--- src/rtl/gp_arbiter_pkg.sv ---
// Shared graphics-processor definitions: opcodes, coordinate widths, screen limits
// and the arbiter state encoding.
package gp_pkg;

  localparam int unsigned X_W     = 10;
  localparam int unsigned Y_W     = 9;
  localparam int unsigned COLOR_W = 12;

  localparam logic GP_FILL    = 1'b0;
  localparam logic GP_OUTLINE = 1'b1;

  localparam logic [X_W-1:0] SCREEN_X_MAX = 10'd639;
  localparam logic [Y_W-1:0] SCREEN_Y_MAX = 9'd479;

  typedef enum logic [1:0] {
    ARB_IDLE  = 2'd0,
    ARB_ISSUE = 2'd1,
    ARB_DRAIN = 2'd2
  } arb_state_e;

  typedef struct packed {
    logic               opcode;
    logic [X_W-1:0]     tl_x;
    logic [Y_W-1:0]     tl_y;
    logic [X_W-1:0]     br_x;
    logic [Y_W-1:0]     br_y;
    logic [COLOR_W-1:0] arg;
  } gp_cmd_t;

endpackage

--- src/rtl/gp_arbiter_if.sv ---
// Painter-side request bundle plus graphics-processor command port.
// master = arbiter view, slave = painters/graphics-processor view.
interface gp_arbiter_if #(
  parameter int unsigned NUM_REQ = 4
);
  import gp_pkg::*;

  logic [NUM_REQ-1:0]         req;
  logic [NUM_REQ-1:0]         req_opcode;
  logic [NUM_REQ*X_W-1:0]     req_tl_x;
  logic [NUM_REQ*Y_W-1:0]     req_tl_y;
  logic [NUM_REQ*X_W-1:0]     req_br_x;
  logic [NUM_REQ*Y_W-1:0]     req_br_y;
  logic [NUM_REQ*COLOR_W-1:0] req_arg;
  logic [NUM_REQ-1:0]         grant;
  logic [NUM_REQ-1:0]         done;

  logic                       gp_finish;
  logic                       gp_en;
  logic                       gp_opcode;
  logic [X_W-1:0]             gp_tl_x;
  logic [Y_W-1:0]             gp_tl_y;
  logic [X_W-1:0]             gp_br_x;
  logic [Y_W-1:0]             gp_br_y;
  logic [COLOR_W-1:0]         gp_arg;
  logic                       busy;

  modport master (
    input  req, req_opcode, req_tl_x, req_tl_y, req_br_x, req_br_y, req_arg,
    input  gp_finish,
    output grant, done, gp_en, gp_opcode, gp_tl_x, gp_tl_y, gp_br_x, gp_br_y,
    output gp_arg, busy
  );

  modport slave (
    output req, req_opcode, req_tl_x, req_tl_y, req_br_x, req_br_y, req_arg,
    output gp_finish,
    input  grant, done, gp_en, gp_opcode, gp_tl_x, gp_tl_y, gp_br_x, gp_br_y,
    input  gp_arg, busy
  );

endinterface

--- src/rtl/gp_arbiter_rr_pick.sv ---
// Combinational round-robin select: first set request scanning ptr, ptr+1, ... mod N.
module rr_pick #(
  parameter int unsigned N     = 4,
  parameter int unsigned IDX_W = 2
) (
  input  logic [N-1:0]     req,
  input  logic [IDX_W-1:0] ptr,
  output logic             valid,
  output logic [N-1:0]     onehot,
  output logic [IDX_W-1:0] idx
);

  always_comb begin
    int unsigned j;
    j      = 0;
    valid  = 1'b0;
    idx    = '0;
    onehot = '0;
    for (int unsigned k = 0; k < N; k++) begin
      j = (32'(ptr) + k) % N;
      if (!valid && req[IDX_W'(j)]) begin
        valid = 1'b1;
        idx   = IDX_W'(j);
      end
    end
    if (valid) onehot = N'(1) << idx;
  end

endmodule

--- src/rtl/gp_arbiter.sv ---
// Round-robin arbiter sharing the graphics-processor command port between NUM_REQ painters.
// Optional watchdog on ISSUE enabled by defining GP_ARB_TIMEOUT_EN (adds timeout_err port).
module gp_arbiter
  import gp_pkg::*;
#(
  parameter int unsigned NUM_REQ        = 4,
  parameter int unsigned TIMEOUT_CYCLES = 1_000_000
) (
  input  logic          clk,
  input  logic          rst_n,
  gp_arbiter_if.master  bus
`ifdef GP_ARB_TIMEOUT_EN
  ,
  output logic          timeout_err
`endif
);

  localparam int unsigned IDX_W = $clog2(NUM_REQ);

  arb_state_e         state_q, state_d;
  logic [IDX_W-1:0]   win_q;
  logic [IDX_W-1:0]   rr_ptr_q;
  logic [NUM_REQ-1:0] grant_q;
  logic [NUM_REQ-1:0] done_q;
  logic               gp_en_q;
  gp_cmd_t            cmd_q;

  logic               pick_valid;
  logic [NUM_REQ-1:0] pick_onehot;
  logic [IDX_W-1:0]   pick_idx;
  logic               latch_cmd;
  logic               finish_cmd;
  logic               release_cmd;
  logic               timed_out;
  gp_cmd_t            cmd_a [NUM_REQ];

  for (genvar i = 0; i < NUM_REQ; i++) begin : g_unpack
    assign cmd_a[i] = '{
      opcode: bus.req_opcode[i],
      tl_x:   bus.req_tl_x[i*X_W +: X_W],
      tl_y:   bus.req_tl_y[i*Y_W +: Y_W],
      br_x:   bus.req_br_x[i*X_W +: X_W],
      br_y:   bus.req_br_y[i*Y_W +: Y_W],
      arg:    bus.req_arg[i*COLOR_W +: COLOR_W]
    };
  end

  rr_pick #(
    .N     (NUM_REQ),
    .IDX_W (IDX_W)
  ) u_rr_pick (
    .req    (bus.req),
    .ptr    (rr_ptr_q),
    .valid  (pick_valid),
    .onehot (pick_onehot),
    .idx    (pick_idx)
  );

  always_comb begin
    state_d     = state_q;
    latch_cmd   = 1'b0;
    finish_cmd  = 1'b0;
    release_cmd = 1'b0;
    unique case (state_q)
      ARB_IDLE: begin
        // A stuck-high finish from the previous command blocks new grants.
        if (pick_valid && !bus.gp_finish) begin
          latch_cmd = 1'b1;
          state_d   = ARB_ISSUE;
        end
      end
      ARB_ISSUE: begin
        if (bus.gp_finish || timed_out) begin
          finish_cmd = 1'b1;
          state_d    = ARB_DRAIN;
        end
      end
      ARB_DRAIN: begin
        if (!bus.gp_finish) begin
          release_cmd = 1'b1;
          state_d     = ARB_IDLE;
        end
      end
      default: state_d = ARB_IDLE;
    endcase
  end

  always_ff @(posedge clk) begin
    if (!rst_n) begin
      state_q  <= ARB_IDLE;
      win_q    <= '0;
      rr_ptr_q <= '0;
      grant_q  <= '0;
      done_q   <= '0;
      gp_en_q  <= 1'b0;
      cmd_q    <= '0;
    end else begin
      state_q <= state_d;
      done_q  <= '0;
      if (latch_cmd) begin
        win_q   <= pick_idx;
        grant_q <= pick_onehot;
        cmd_q   <= cmd_a[pick_idx];
        gp_en_q <= 1'b1;
      end
      if (finish_cmd) begin
        gp_en_q <= 1'b0;
        done_q  <= grant_q;
      end
      if (release_cmd) begin
        grant_q  <= '0;
        rr_ptr_q <= (win_q == IDX_W'(NUM_REQ - 1)) ? '0 : win_q + IDX_W'(1);
      end
    end
  end

`ifdef GP_ARB_TIMEOUT_EN
  logic [31:0] to_cnt_q;

  // Fires on the last of TIMEOUT_CYCLES cycles in ISSUE, so gp_en stays high exactly that long.
  assign timed_out = (state_q == ARB_ISSUE) && (to_cnt_q == 32'(TIMEOUT_CYCLES - 1));

  always_ff @(posedge clk) begin
    if (!rst_n) begin
      to_cnt_q    <= '0;
      timeout_err <= 1'b0;
    end else begin
      if (state_q != ARB_ISSUE) begin
        to_cnt_q <= '0;
      end else if (!timed_out) begin
        to_cnt_q <= to_cnt_q + 32'd1;
      end
      if (finish_cmd && !bus.gp_finish) timeout_err <= 1'b1;
    end
  end
`else
  assign timed_out = 1'b0;
`endif

  assign bus.grant     = grant_q;
  assign bus.done      = done_q;
  assign bus.gp_en     = gp_en_q;
  assign bus.gp_opcode = cmd_q.opcode;
  assign bus.gp_tl_x   = cmd_q.tl_x;
  assign bus.gp_tl_y   = cmd_q.tl_y;
  assign bus.gp_br_x   = cmd_q.br_x;
  assign bus.gp_br_y   = cmd_q.br_y;
  assign bus.gp_arg    = cmd_q.arg;
  assign bus.busy      = (state_q != ARB_IDLE);

endmodule

--- src/flat_wrapper.sv ---
// flat-port wrapper written by rule: the top's interface ports become plain ports
module gp_arbiter_flat import gp_pkg::*;
#(
  parameter int unsigned NUM_REQ        = 4,
  parameter int unsigned TIMEOUT_CYCLES = 1_000_000
)
  (clk, rst_n, bus_req, bus_req_opcode, bus_req_tl_x, bus_req_tl_y, bus_req_br_x, bus_req_br_y, bus_req_arg, bus_gp_finish, bus_grant, bus_done, bus_gp_en, bus_gp_opcode, bus_gp_tl_x, bus_gp_tl_y, bus_gp_br_x, bus_gp_br_y, bus_gp_arg, bus_busy);
  gp_arbiter_if #(.NUM_REQ(NUM_REQ)) bus_i ();
  input  logic clk;
  input  logic rst_n;
  input wire logic [$bits(bus_i.req)-1:0] bus_req;
  input wire logic [$bits(bus_i.req_opcode)-1:0] bus_req_opcode;
  input wire logic [$bits(bus_i.req_tl_x)-1:0] bus_req_tl_x;
  input wire logic [$bits(bus_i.req_tl_y)-1:0] bus_req_tl_y;
  input wire logic [$bits(bus_i.req_br_x)-1:0] bus_req_br_x;
  input wire logic [$bits(bus_i.req_br_y)-1:0] bus_req_br_y;
  input wire logic [$bits(bus_i.req_arg)-1:0] bus_req_arg;
  input wire logic [$bits(bus_i.gp_finish)-1:0] bus_gp_finish;
  output wire logic [$bits(bus_i.grant)-1:0] bus_grant;
  output wire logic [$bits(bus_i.done)-1:0] bus_done;
  output wire logic [$bits(bus_i.gp_en)-1:0] bus_gp_en;
  output wire logic [$bits(bus_i.gp_opcode)-1:0] bus_gp_opcode;
  output wire logic [$bits(bus_i.gp_tl_x)-1:0] bus_gp_tl_x;
  output wire logic [$bits(bus_i.gp_tl_y)-1:0] bus_gp_tl_y;
  output wire logic [$bits(bus_i.gp_br_x)-1:0] bus_gp_br_x;
  output wire logic [$bits(bus_i.gp_br_y)-1:0] bus_gp_br_y;
  output wire logic [$bits(bus_i.gp_arg)-1:0] bus_gp_arg;
  output wire logic [$bits(bus_i.busy)-1:0] bus_busy;
  assign bus_i.req = bus_req;
  assign bus_i.req_opcode = bus_req_opcode;
  assign bus_i.req_tl_x = bus_req_tl_x;
  assign bus_i.req_tl_y = bus_req_tl_y;
  assign bus_i.req_br_x = bus_req_br_x;
  assign bus_i.req_br_y = bus_req_br_y;
  assign bus_i.req_arg = bus_req_arg;
  assign bus_i.gp_finish = bus_gp_finish;
  assign bus_grant = bus_i.grant;
  assign bus_done = bus_i.done;
  assign bus_gp_en = bus_i.gp_en;
  assign bus_gp_opcode = bus_i.gp_opcode;
  assign bus_gp_tl_x = bus_i.gp_tl_x;
  assign bus_gp_tl_y = bus_i.gp_tl_y;
  assign bus_gp_br_x = bus_i.gp_br_x;
  assign bus_gp_br_y = bus_i.gp_br_y;
  assign bus_gp_arg = bus_i.gp_arg;
  assign bus_busy = bus_i.busy;
  gp_arbiter #(.NUM_REQ(NUM_REQ), .TIMEOUT_CYCLES(TIMEOUT_CYCLES)) u_core (.clk(clk), .rst_n(rst_n), .bus(bus_i));
endmodule
--- config.mk ---
export PLATFORM = sky130hd
export DESIGN_NAME = gp_arbiter_flat
export DESIGN_NICKNAME = d
export VERILOG_FILES = /design/src/rtl/gp_arbiter_pkg.sv /design/src/rtl/gp_arbiter_if.sv /design/src/rtl/gp_arbiter_rr_pick.sv /design/src/rtl/gp_arbiter.sv /design/src/flat_wrapper.sv
export SDC_FILE = /design/constraint.sdc
export NUM_CORES = 1
export LEC_CHECK = 0
export ABC_AREA = 1
export CORE_ASPECT_RATIO = 0.6
export CORE_MARGIN = 1.5
export CORE_UTILIZATION = 41
export CTS_CLUSTER_SIZE = 25
export DETAILED_ROUTE_END_ITERATION = 6
export PLACE_DENSITY = 0.92
export SYNTH_ARGS = -nofsm -noshare
export SYNTH_HDL_FRONTEND = slang
export SYNTH_SLANG_ARGS = --single-unit
--- constraint.sdc ---
create_clock -name clk -period 2.87 [get_ports clk]
set_input_delay 0.574 -clock clk [delete_from_list [all_inputs] [get_ports clk]]
set_output_delay 0.574 -clock clk [all_outputs]
set_load 0.01 [all_outputs]
==> results.cfg, run 1 <==
[layout]
syn_to_final_growth_pct = 68.8
final_core_util_pct = 71.6
final_cells = 1188
fillers = 860
antenna_cells = 0
multi_input_area_sq_um = 2740
fin_nets = 1256
drive_above_1_share_pct = 4.58
regArea_sq_um = 1320

[detailed_routing]
viasPerCell = 5.08
drc = 0
ant_nets = 0
routedWlPerCell_microns = 14.4
drt-initial-drc-count = 353
num_vias = 6038
first_pass_iters = 7
drt_wl_total_microns = 17100

[setup_path]
crit_path_cell_trace = inv_2 -> nand2_1 -> nand3_1 -> nand2_2 -> nor2_1 -> nor2_1 -> nand2_2 -> nand2_4 -> buf_4 -> nand2_1 -> nand2_1 -> nand2_1 -> nand3_1 -> nand2_1 -> inv_1
reg2reg_slack_ns = 0.47
critical_path_peak_fanout = 32
worstPathArrival_ns = 2.67
reg2reg_depth = 15
end_kind = register
crit_top_cell = nand2_1
r2r_end = u_core.bus.gp_br_y[2]
critical_path.slowest_cell = dfxtp_1
cpPeakStageDelay_ns = 0.61
critPathLaunchType = register
crit_buf_inv = 3
crit-reg2reg-launch = u_core.rr_ptr_q[0]
path_class = reg2reg
cpLargestDelayFamily = simple AND/OR/NAND/NOR gates
required_ns = 3.14

[worst_hold_path]
worstHoldStart = u_core.bus.grant[2]
holdPathEnd = u_core.bus.done[2]
hold_depth = 2
hold_class = reg2reg

[timing]
final.min_clock_period_ns = 2.40
max_freq_mhz = 416
skew_ns = 0.00953
rsz0062_at_grt = no
worst_pin_slew_ns = 0.515
hold_viol = 0
timing.slew.headroom_pct = 65.6
tns_ns = 0
finalCritPeriodShare_pct = 83.8
slew_violations = 0
hold_slack_ns = 0.484
setup_viol = 0

[floorplanning]
initial_core_util_pct = 42.4
die_area_sq_um = 11700
core_sq_um = 10700
std_cell_rows = 29
fp.dieH_microns = 84.4
io_pins = 272
die_w_microns = 139

[clock_tree]
hold_buffers = 0
clock_latency_ns = 0.33
cts.root.buffer_cell = clkbuf_16
cts.sinks = 66
cts_setup_buffers = 0
clk_pin_slew_worst_paths_ns = 0.06
numCtsBuffers = 9
h-tree-depth = 3
cts_resized = 0
clock_tree.buffer_depth = 2
cts_tree = built

[power]
ir_worst_vdd_mv = 0.382
p_leak_nw = 3.50
power.density_nw_per_um2 = 476

[grt]
grt-ovfl-total = 0
grt_usage_pct = 28.7
grt_first_pass_wirelength_microns = 27400
first_global_vias = 5657
grt_max_degree = 65
antenna_found_initial = 0

[logic_synthesis]
synth_nets = 1011
yosysSeqAreaShare_pct = 29.2
syn-instance-count = 799
syn_area_sq_um = 4530
synth.distinct_cells = 26
ys_ff_latch = 66
synth_warnings = 0
syn_avg_cell_area_sq_um = 5.67

[placed_design]
routabilityCongestion = 0.882
dp.cells = 1172
hpwl_microns = 12600
io_buffers = 271

[outcome]
status = finished, final reports clean

[flow_run]
cap_viol_max_count = 0
-- stage by stage --
stage          setup slack, ns  instance area, sq um  power [mW]
2_1_floorplan            0.904                  4530        1.85
3_3_place_gp             0.258                  7340        2.50
3_5_place_dp             0.210                  7340        2.52
4_1_cts                  0.482                  7640        3.65
5_1_grt                  0.237                  7640        3.85
6_report                 0.466                  7640        3.64
-- layout by cell type (no fill, tap or decap), drive strengths merged --
master and n:
ha 1, a211oi 1, bufinv 1, nand4 2
a21oi 8, nand3b 1, nand3 173, nor3 2
inv 46, buf 17, o21ai 33, nand2 295
o41ai 1, clkbuf 10, nor2 117, dfxtp 66
clkdlybuf4s50 271, clkinv 2, clkinvlp 2
-- area by class of cell --
cell class | instances | area share [%]
clock inverter | 6 | 0.835
clock buffer | 10 | 3.13
timing repair buffer | 288 | 38.5
multi-input combinational | 634 | 35.8
inverter | 45 | 2.21
sequential | 66 | 17.3
tap | 139 | 2.28
-- power by group --
| part | leakage [nW] | internal [mW] | total [mW] | switching [mW] |
|---|---|---|---|---|
| registers | 0.545 | 1.02 | 1.08 | 0.0616 |
| logic | 2.81 | 0.718 | 1.44 | 0.721 |
| clock network | 0.145 | 0.696 | 1.12 | 0.422 |
-- tightest hold or removal path: stages, from the launching register on --
cell and delay, ns:
dfxtp_1 0.34, inv_1 0.06, nor2_1 0.04
-- Yosys cell counts (all sizes together) --
cell / n / area share, %
a21oi: 8 / 0.88
nand2: 295 / 25
nand3b: 1 / 0.17
o41ai: 1 / 0.19
nor3: 2 / 0.22
ha: 1 / 0.28
clkbuf: 20 / 1.7
nand4: 2 / 0.41
inv: 45 / 3.7
a211oi: 1 / 0.17
nor2: 117 / 10
nand3: 173 / 19
o21ai: 33 / 3.6
buf: 34 / 5.0
dfxtp: 66 / 29
-- worst max path at each step --
stage / slack (ns) / from / endpoint / cells past startpoint
5_1_grt: 0.24 / u_core.rr_ptr_q[0] / u_core.bus.gp_br_y[0] / 15
6_report: 0.47 / u_core.rr_ptr_q[0] / u_core.bus.gp_br_y[2] / 15
2_1_floorplan: 0.90 / bus_req[1] / u_core.bus.gp_tl_x[6] / 16
4_1_cts: 0.48 / bus_req[1] / u_core.bus.gp_arg[10] / 14
3_3_place_gp: 0.26 / bus_req[0] / u_core.bus.gp_tl_x[6] / 15
3_5_place_dp: 0.21 / bus_req[1] / u_core.bus.gp_arg[10] / 14
-- cell families (layout without fill, tap and decap cells) --
| group | Yosys count | after routing | share of synthesized area, % |
|---|---|---|---|
| simple gates | 590 | 590 | 55.2 |
| flops | 66 | 66 | 29.2 |
| buf+inv | 99 | 349 | 10.4 |
| fa+ha+maj | 1 | 1 | 0.276 |
| compound gates | 43 | 43 | 4.89 |
-- sequential cells by signal, indices dropped and copies added (netlist names) --
name                  flops
u_core.bus.gp_arg        12
u_core.state_q            2
u_core.bus.done           4
u_core.bus.gp_en          1
u_core.rr_ptr_q           2
u_core.bus.gp_br_y        9
u_core.bus.gp_br_x       10
u_core.win_q              2
u_core.bus.gp_tl_y        9
u_core.bus.grant          4
u_core.bus.gp_tl_x       10
u_core.bus.gp_opcode      1
-- layer usage --
layer	track usage, %	vias up	part of all wire, %
met5	0	-	0
met3	9.24	22	9.7
li1	-	3028	-
met4	7.10	0	1.5
met1	36.8	2723	43
met2	47.2	265	46
Power figures use the tool's default switching activity.
==> inputs of run 2 (changes only) <==
CORE_UTILIZATION = 35   (was 41)
PLACE_DENSITY = 0.84   (was 0.92)
clock period = 2.07 ns   (was 2.87 ns; I/O delays follow)
==> run 2 against run 1 <==
The run now ends with negative setup slack left. Via count rose by 4.2%. Worst hold slack got worse by 0.014 ns. Sequential share of layout area decreased by 1.3 points. First-iteration DRC count rose by 47%. Setup slack worse by 0.53 ns. Maximum frequency is 13% higher. Die area increased by 17%. Critical path depth shrank 1. Sequential power grew 38%. Cell count grew 4.7%. Sequential cell count stayed put. Non-clock buffer count grew 28. Critical endpoint is now u_core.bus.gp_tl_x[2].
==> results.cfg, run 2 (synthesis results as in run 1) <==
[setup_path]
reg2reg_depth = 14
required_ns = 2.32
critical_path_peak_fanout = 9
path_class = reg2reg
cpPeakStageDelay_ns = 0.42
critical_path.slowest_cell = dfxtp_4
cpLargestDelayFamily = simple AND/OR/NAND/NOR gates
crit_path_cell_trace = clkinv_2 -> nand2_2 -> nand3_2 -> nand2_4 -> nor2_4 -> buf_4 -> nand3_1 -> nand3_4 -> nor2_4 -> clkbuf_16 -> nand2_1 -> nand2_1 -> nor2_1 -> nor2_1
end_kind = register
critPathLaunchType = register
crit_buf_inv = 3
worstPathArrival_ns = 2.39
crit_cells = 14

[grt]
grt-ovfl-total = 0
antenna_found_initial = 0
grt_max_degree = 51
grt_most_used_layer = met2
grt_first_pass_wirelength_microns = 28000
grt_usage_pct = 25.6
gr-usage-met3_pct = 7.04
first_global_vias = 5667
grt_use_met2_pct = 40.8
grt_use_met1_pct = 33.8

[layout]
largest_register_ffs = 12
final_cells = 1244
final_core_util_pct = 67.5
fillers = 1069
mostFrequentLayoutCells = nand2_1, clkdlybuf4s50_1, nand3_1
multi_input_area_sq_um = 2920
antenna_cells = 0
fin_area_sq_um = 8330
drive_above_1_share_pct = 10.6
regArea_sq_um = 1330
fin_nets = 1286
syn_to_final_growth_pct = 83.9

[placed_design]
routabilityCongestion = 0.869
place_area_sq_um = 7570
hpwl_microns = 13300
dp_slack_ns = -0.393
io_buffers = 271
dp.cells = 1217

[timing]
finalCritPeriodShare_pct = 103
fin_ws_ns = -0.0652
final.min_clock_period_ns = 2.14
setup_viol = 2
skew_ns = 0.00691
max_freq_mhz = 468
worst_pin_slew_ns = 0.301
tns_ns = -0.0776
timing.slew.headroom_pct = 80.0
slew_violations = 0
hold_viol = 0
rsz0062_at_grt = yes

[clock_tree]
numCtsBuffers = 9
cts.root.buffer_cell = clkbuf_16
cts.sinks = 66
h-tree-depth = 3
clock_latency_ns = 0.33
hold_buffers = 0
cts_tree = built
clock_tree.buffer_depth = 2
clk_pin_slew_worst_paths_ns = 0.06

[outcome]
status = finished, violations left
violations = negative setup slack

[detailed_routing]
num_vias = 6290
drt_wl_total_microns = 19200
drc = 0
ant_nets = 0
drt-initial-drc-count = 520
viasPerCell = 5.06
routedWlPerCell_microns = 15.4
first_pass_iters = 5

[floorplanning]
std_cell_rows = 31
core_sq_um = 12300
die_area_sq_um = 13700
die_w_microns = 150
io_pins = 272
initial_core_util_pct = 36.7
fp.dieH_microns = 91.1

[power]
ir_worst_vdd_mv = 0.462
power.density_nw_per_um2 = 670
p_leak_nw = 3.81

[worst_hold_path]
hold_depth = 2
hold_class = reg2reg

[flow_run]
cap_viol_max_count = 0
[run 2: cell types whose count changed in the layout (fill, tap and decap cells not counted), moves of 5 or more]
| cell | change |
|---|---|
| nand2_1 | -23 |
| nand2_2 | +14 |
| buf_4 | +11 |
| nand2_4 | +8 |
| buf_6 | +7 |
| clkbuf_16 | +5 |
[run 2: path summary, 6_finish.rpt]
path / slack, ns / startpoint / end
max: -0.07 / u_core.rr_ptr_q[0] / u_core.bus.gp_tl_x[2]
min: 0.47 / u_core.bus.grant[0] / u_core.bus.done[0]
max reg2reg: -0.07 / u_core.rr_ptr_q[0] / u_core.bus.gp_tl_x[2]
min reg2reg: 0.47 / u_core.bus.grant[0] / u_core.bus.done[0]
[run 2: report_power, final]
part	switching, mW	leakage (nW)	total (mW)	internal (mW)
clock	0.605	0.166	1.78	1.18
combinational	1.13	3.10	2.30	1.18
sequential	0.0810	0.546	1.49	1.41
total	1.81	3.81	5.58	3.77
[run 2: final cells by class]
type	count	area share [%]
Clock buffer	9	2.70
Timing Repair inverter	1	0.0601
Inverter	45	2.13
Timing Repair Buffer	316	40.2
Clock inverter	7	1.40
Sequential cell	66	16.0
Multi-Input combinational cell	635	35.1
Tap cell	165	2.48
[run 2: metal layers]
| layer | vias up | share of wire (%) |
|---|---|---|
| met1 | 2823 | 42 |
| li1 | 3092 | - |
| met4 | 0 | 1.8 |
| met5 | - | 0 |
| met3 | 34 | 11 |
| met2 | 341 | 45 |
[run 2: repair_timing]
action / CTS / global route
gates cloned: 1 / 8
endpoints found under the setup margin: 52 / 58
resized for setup: 16 / 52
hold endpoints to repair: 0 / 0
pin swaps: 6 / 30
buffers inserted: 0 / 2
[run 2: stage by stage]
stage	total power [mW]	hold slack [ns]
6_report	5.58	0.470
5_1_grt	5.89	0.473
4_1_cts	5.41	0.446
3_5_place_dp	3.57	0.443
3_3_place_gp	3.55	0.440
2_1_floorplan	2.56	0.450
[run 2: worst min-delay path, cell delays in order (launching register included)]
cell and delay (ns):
dfxtp_1 0.33, inv_1 0.06, nor2_1 0.04
